File: src/rtl/c17_fault_sweep_ctrl.sv
// Exhaustive single-stuck-at campaign controller for c17: sweeps every fault code and vector,
// compares golden vs faulty outputs and streams one result per fault over valid/ready.
`timescale 1ns/1ps
module c17_fault_sweep_ctrl #(
  parameter int unsigned SETTLE = 1,
  parameter bit          DROP   = 1'b1
) (
  input  logic       clk,
  input  logic       rst_n,
  input  logic       start,
  input  logic       abort,
  output logic [4:0] vec_o,
  output logic [5:0] opcode_o,
  input  logic [1:0] good_i,
  input  logic [1:0] flt_i,
  output logic       busy,
  output logic       res_valid,
  input  logic       res_ready,
  output logic [5:0] res_code,
  output logic       res_det,
  output logic [4:0] res_vec,
  output logic       done,
  output logic [5:0] det_count
);

  localparam logic [5:0] LastFault  = 6'd33;
  localparam logic [3:0] SettleLast = 4'(SETTLE - 1);

  typedef enum logic [1:0] {StIdle, StRun, StReport, StDone} state_e;

  state_e     state_q, state_d;
  logic [5:0] fi_q, fi_d;
  logic [4:0] v_q, v_d;
  logic [3:0] sc_q, sc_d;
  logic       det_q, det_d;
  logic [4:0] dvec_q, dvec_d;
  logic [5:0] cnt_q, cnt_d;
  logic [5:0] opc_q, opc_d;
  logic [4:0] vec_q, vec_d;
  logic       new_det;

  // Fault table: four contiguous code ranges packed into indices 0..33.
  function automatic logic [5:0] fault_code(input logic [5:0] idx);
    if (idx < 6'd6)       return idx + 6'd2;
    else if (idx < 6'd18) return idx + 6'd6;
    else if (idx < 6'd24) return idx + 6'd10;
    else                  return idx + 6'd14;
  endfunction

  always_comb begin
    state_d = state_q;
    fi_d    = fi_q;
    v_d     = v_q;
    sc_d    = sc_q;
    det_d   = det_q;
    dvec_d  = dvec_q;
    cnt_d   = cnt_q;
    new_det = 1'b0;
    if (abort && (state_q != StIdle)) begin
      state_d = StIdle;
      det_d   = 1'b0;
      dvec_d  = '0;
    end else begin
      unique case (state_q)
        StIdle: begin
          if (start && !abort) begin
            state_d = StRun;
            fi_d    = '0;
            v_d     = '0;
            sc_d    = '0;
            det_d   = 1'b0;
            dvec_d  = '0;
            cnt_d   = '0;
          end
        end
        StRun: begin
          if (sc_q == SettleLast) begin
            new_det = (good_i != flt_i) && !det_q;
            if (new_det) begin
              det_d  = 1'b1;
              dvec_d = v_q;
            end
            if (new_det && DROP) begin
              state_d = StReport;
            end else if (v_q == 5'd31) begin
              state_d = StReport;
            end else begin
              v_d  = v_q + 5'd1;
              sc_d = '0;
            end
          end else begin
            sc_d = sc_q + 4'd1;
          end
        end
        StReport: begin
          if (res_ready) begin
            cnt_d  = cnt_q + {5'd0, det_q};
            det_d  = 1'b0;
            dvec_d = '0;
            if (fi_q == LastFault) begin
              state_d = StDone;
            end else begin
              state_d = StRun;
              fi_d    = fi_q + 6'd1;
              v_d     = '0;
              sc_d    = '0;
            end
          end
        end
        StDone:  state_d = StIdle;
        default: state_d = StIdle;
      endcase
    end
    // Drive the instances from next-state so each RUN cycle already sees its own vector.
    opc_d = (state_d == StRun) ? fault_code(fi_d) : 6'd0;
    vec_d = (state_d == StRun) ? v_d : 5'd0;
  end

  always_ff @(posedge clk or negedge rst_n) begin
    if (!rst_n) begin
      state_q <= StIdle;
      fi_q    <= '0;
      v_q     <= '0;
      sc_q    <= '0;
      det_q   <= 1'b0;
      dvec_q  <= '0;
      cnt_q   <= '0;
      opc_q   <= '0;
      vec_q   <= '0;
    end else begin
      state_q <= state_d;
      fi_q    <= fi_d;
      v_q     <= v_d;
      sc_q    <= sc_d;
      det_q   <= det_d;
      dvec_q  <= dvec_d;
      cnt_q   <= cnt_d;
      opc_q   <= opc_d;
      vec_q   <= vec_d;
    end
  end

  always_comb begin
    busy      = (state_q != StIdle);
    res_valid = (state_q == StReport);
    done      = (state_q == StDone);
    res_code  = res_valid ? fault_code(fi_q) : 6'd0;
    res_det   = res_valid & det_q;
    res_vec   = res_valid ? dvec_q : 5'd0;
    det_count = cnt_q;
    opcode_o  = opc_q;
    vec_o     = vec_q;
  end

endmodule

File: config.mk
export PLATFORM = sky130hd
export DESIGN_NAME = c17_fault_sweep_ctrl
export DESIGN_NICKNAME = d
export VERILOG_FILES = /design/src/rtl/c17_fault_sweep_ctrl.sv
export SDC_FILE = /design/constraint.sdc
export NUM_CORES = 1
export LEC_CHECK = 0
export CAP_MARGIN = 5
export CORE_UTILIZATION = 50
export DETAILED_ROUTE_END_ITERATION = 10
export DONT_BUFFER_PORTS = 1
export GPL_TIMING_DRIVEN = 0
export HOLD_SLACK_MARGIN = 0.06
export PLACE_DENSITY_LB_ADDON = 0.12
export SLEW_MARGIN = 20
export SYNTH_ARGS = -nofsm -noshare
export SYNTH_HDL_FRONTEND = slang
export SYNTH_SLANG_ARGS = --single-unit
export TNS_END_PERCENT = 50
File: constraint.sdc
create_clock -name clk -period 6.43 [get_ports clk]
set_input_delay 1.6075 -clock clk [delete_from_list [all_inputs] [get_ports clk]]
set_output_delay 1.6075 -clock clk [all_outputs]
set_load 0.05 [all_outputs]
Word-level counts from Yosys, hierarchy flattened
Cells that the tools add are included.
{"block": "word_totals", "elab_cells": 112, "ff_bits": 40, "output_inout_bits": 32, "input_bits": 9}
{"block": "classes", "magnitude_cmp": 6, "add_sub_neg": 12, "n_reduce_logical": 14, "mux": 53, "n_bitwise": 2, "eq_ne": 16}
{"operator": "6-bit 2-to-1 mux", "n": 14}
{"operator": "5-bit 2-to-1 mux", "n": 14}
{"operator": "5-bit case mux with 3 select lines", "n": 2}
{"operator": "6-bit by 4-bit adder with 6-bit output, second input constant", "n": 4}
{"operator": "6-bit by 5-bit < comparator with 1-bit output, second input constant", "n": 4}
{"operator": "4-bit 2-to-1 mux", "n": 6}
{"operator": "6-bit case mux with 2 select lines", "n": 2}
{"operator": "3-bit inequality test, second input constant", "n": 5}
{"operator": "2-bit 2-to-1 mux", "n": 7}
{"operator": "6-bit by 2-bit adder with 6-bit output, second input constant", "n": 2}
{"operator": "6-bit by 3-bit adder with 6-bit output, second input constant", "n": 2}
{"operator": "6-bit by 3-bit < comparator with 1-bit output, second input constant", "n": 2}
{"operator": "4-bit case mux with 3 select lines", "n": 1}
{"operator": "2-bit case mux with 4 select lines", "n": 1}
{"operator": "7-bit AND reduction", "n": 1}
{"operator": "6-bit by 1-bit adder with 6-bit output", "n": 1}
{"operator": "6-bit by 1-bit adder with 6-bit output, second input constant", "n": 1}
{"operator": "6-bit equality test, second input constant", "n": 1}
{"operator": "5-bit by 1-bit adder with 5-bit output, second input constant", "n": 1}
{"operator": "5-bit equality test, second input constant", "n": 1}
{"operator": "1-bit 2-to-1 mux", "n": 5}
{"operator": "5-bit AND reduction", "n": 1}
{"operator": "4-bit by 1-bit adder with 4-bit output, second input constant", "n": 1}
{"operator": "2-bit by 1-bit equality test with 1-bit output, second input constant", "n": 2}
{"operator": "other kinds (16)", "n": 22}

Depth between registers and ports, before layout
{"block": "logic_depth", "depth_word": 10, "depth_mapped": 13, "depth_no_buf": 12}

Worst setup path before layout
Ideal clock, no wire load.
{"block": "synth_path", "path_kind": "reg2out", "from": "reg fi_q[1]", "to": "out res_code[3]", "required_ns": 4.822, "path_slack_ns": 2.337, "arrival_ns": 2.486, "n_path_buf": 1, "path_stages_with_launch": 10, "path_cell_list": "dfrtp_1 > buf_4 > inv_1 > nand3_1 > o21ai_0 > or3_1 > inv_1 > fa_1 > nor2b_1 > nor3_1"}
{"block": "synth_between", "elab_chain_cells": 5, "elab_cells_between_ends": 11, "classes_between": "add/sub (4); order compare (3); mux (4)"}
{"element": "start: declaration", "line_no": "32", "source": "logic [5:0] fi_q, fi_d;"}
{"element": "start signal: assignment", "line_no": "132", "source": "fi_q <= fi_d;"}
{"element": "6-bit by 4-bit adder with 6-bit output (tied with other cells)", "line_no": "47", "source": "else return idx + 6'd14;"}
{"element": "6-bit 2-to-1 mux", "line_no": "46", "source": "else if (idx < 6'd24) return idx + 6'd10;"}
{"element": "6-bit 2-to-1 mux", "line_no": "45", "source": "else if (idx < 6'd18) return idx + 6'd6;"}
{"element": "6-bit 2-to-1 mux (*)", "line_no": "44", "source": "if (idx < 6'd6) return idx + 6'd2;"}
{"element": "6-bit 2-to-1 mux (*)", "line_no": "147", "source": "res_code = res_valid ? fault_code(fi_q) : 6'd0;"}
{"element": "end: declaration", "line_no": "19", "source": "output logic [5:0] res_code,"}
Every way passes the cells marked *; elsewhere a longest branch is shown, timed or not.

Worst setup path after layout
{"block": "layout_path", "from": "reg fi_q[1]", "to": "out res_code[5]"}
The elaborated chain is that of the path after synthesis.

==> metrics.txt <==
synthesis-stage register bit count=40; most frequent cells after synthesis=40 x dfrtp_1, 24 x nor2_1, 19 x inv_1; fin crit share=about 70%; Area after DPL=about 2600 sq um; fraction of registers with async set/reset=100%; leakage=1.22 nW; R2R setup slack=3300 ps; crit path capture type=primary output; Final HPWL DP=3880 um; fmax=roughly 220 MHz; Row Count=25; Worst Setup Start Kind=flip-flop; top-count cell post-synth=dfrtp_1; GRT overflow=0; die area=5350 sq um; max_cap viols=0; Max-Slew Margin vs Limit=39.4%; PwrDens=228 nW/um^2; total track usage=a little under a quarter; Synth Net Count=291; prevailing post-synth register cell=dfrtp_1; Synth area leader=dfrtp_1; total routed wirelength=5470 um; number of synthesized flops with an enable pin=0; share of post-route cells with drive strength above 1=12.3%; depth of the worst register-to-register path=13; unrepaired setup endpoints after global routing=no; io pins=41; status=finished, final reports clean; maximum VDD drop=145 uV; via count=roughly 2000; Area contributors post-synth=dfrtp_1 40%, ha_1 5.4%, nor2_1 3.6%; Hold Path Origin=dvec_q[0]; Power Total=0.619 mW; Setup CP Type=reg -> out; DR iter-0 viols=114; Die Y=73.1 um; Worst Hold Class=reg -> reg; Post-CTS Setup Bufs=0; # H-tree levels=2; Ys Warns=0; total core area=4790 sq um; Critical Path Source=fi_q[1]; antenna fix cells=0; Slew Viols, Final=0; largest net degree at the start of global routing=a little over 40; CTS Sinks=40; final core utilization=between 50 and 60%; Syn-to-layout area delta=7.32%; synthesized area per cell=around 9.4 sq um; WP data required=around 4800 ps; DRC viols=0; Die X=73.1 um; # hold bufs at CTS=0; setup tns final=0 ps; arrival time at the worst endpoint=around 2900 ps; CTS tree=built; sequential area share after synthesis=39.6%; Netlist cell types=63; vias in the first global route=1880; Initial Utilization=52.8%; post-CTS sizing=0; Worst R2R End=opcode_o[4]; first-pass GRT wire length=9140 um; Placer Congestion=roughly 0.87; worst reg2reg path startpoint=fi_q[1]; CTS buffer count=5; WL per Instance=15.9 um; antenna violations before repair=0; Worst Skew=6.32 ps; Worst Max-Slew Pin Slew=905 ps; Hold Vio Cnt, Final=0; Setup violations, final=0; post-synthesis cell area=2530 sq um; post-layout minimum cycle time=4490 ps; share of the synthesized area in the top cell type=39.6%; crit path to=res_code[5]; Worst-path clk slew=about 80 ps; clock root cell=clkbuf_8; DRT antenna net count=0; clk_lat worst skew=300 ps; Post-Synthesis Cells=269; drt pass-1 iters=4; Crit Path Max Fanout=9; Clock Path Buffers=2; # port buffers=0; vias per cell=5.88; Net count, final=298; fin area=2710 sq um
report_power, final:
part | internal [mW] | switching, mW
Sequential | 0.270 | 0.0352
Clock | 0.0878 | 0.0948
Combinational | 0.0461 | 0.0855
cell families after synthesis:
kind of cell             Yosys count  share of synthesized area (%)
adder cells (fa/ha/maj)           13                           7.03
multiplexers                       8                           3.22
XOR/XNOR                          10                           3.46
AND/OR/NAND/NOR                  108                           23.1
AO/OA/AOI/OAI                     60                           18.6
flip-flops                        40                           39.6
buffers and inverters             30                           5.05
metal layers:
layer  wire length [um]  up-vias  global-route usage (%)  part of all wire, %
met5                  0        -                       0                    0
met4                 80        0                    7.84                  1.5
met3                328       10                    4.42                  6.0
met2               2370       71                    34.0                   43
met1               2690      963                    32.4                   49
li1                   -      979                       -                    -
worst max-delay path, cell delays in order (launching register included):
cell     delay (ps)
dfrtp_1         390
buf_4           180
inv_1           150
nand3_1          90
o21ai_0          60
or3_1           130
inv_1            50
fa_1            380
nor2b_1         180
o21ai_0         120
xor2_1          160
nor2_1          680
state kept, by name, indices dropped and copies added (netlist names):
| signal | flops |
|---|---|
| det_count | 6 |
| fi_q | 6 |
| opcode_o | 6 |
| dvec_q | 5 |
| v_q | 5 |
| vec_o | 5 |
| sc_q | 4 |
| state_q | 2 |
| det_q | 1 |
cell type report:
type	count	area, sq um
clock buffers	6	82.6
fillers	446	2070
clock inverters	2	13.8
well taps	67	83.8
inverters	20	75.1
plain buffers	10	52.6
multi-input cells	199	1410
flip-flops and latches	40	1000
how the worst min path moves through the flow:
stage / endpoint / cells past startpoint
2_1_floorplan: sc_q[3] / 1
3_3_place_gp: sc_q[0] / 1
3_5_place_dp: sc_q[3] / 1
4_1_cts: sc_q[3] / 1
5_1_grt: sc_q[3] / 1
6_report: dvec_q[0] / 2
stage by stage:
step                cells  hold slack [ps]  setup slack (ps)
floorplan             269              472              2340
global placement      336              496              2200
detailed placement    336              499              2280
CTS                   344              523              1930
global route          344              543              1760
finish                344              520              1940
cells in the final DEF (no fill, tap or decap), types with 4 or more instances in the layout:
cell,n
nand2b_1,5
nor2_1,24
a31oi_1,4
clkbuf_8,6
nand3_1,10
nor2b_1,9
o21ai_0,12
nand4_1,11
mux2i_1,7
nor3_1,5
buf_2,5
ha_1,11
o21a_1,4
nand2_1,17
and2_1,5
inv_1,19
xor2_1,7
a21o_1,4
a21oi_1,9
dfrtp_1,40
Power figures use the tool's default switching activity.
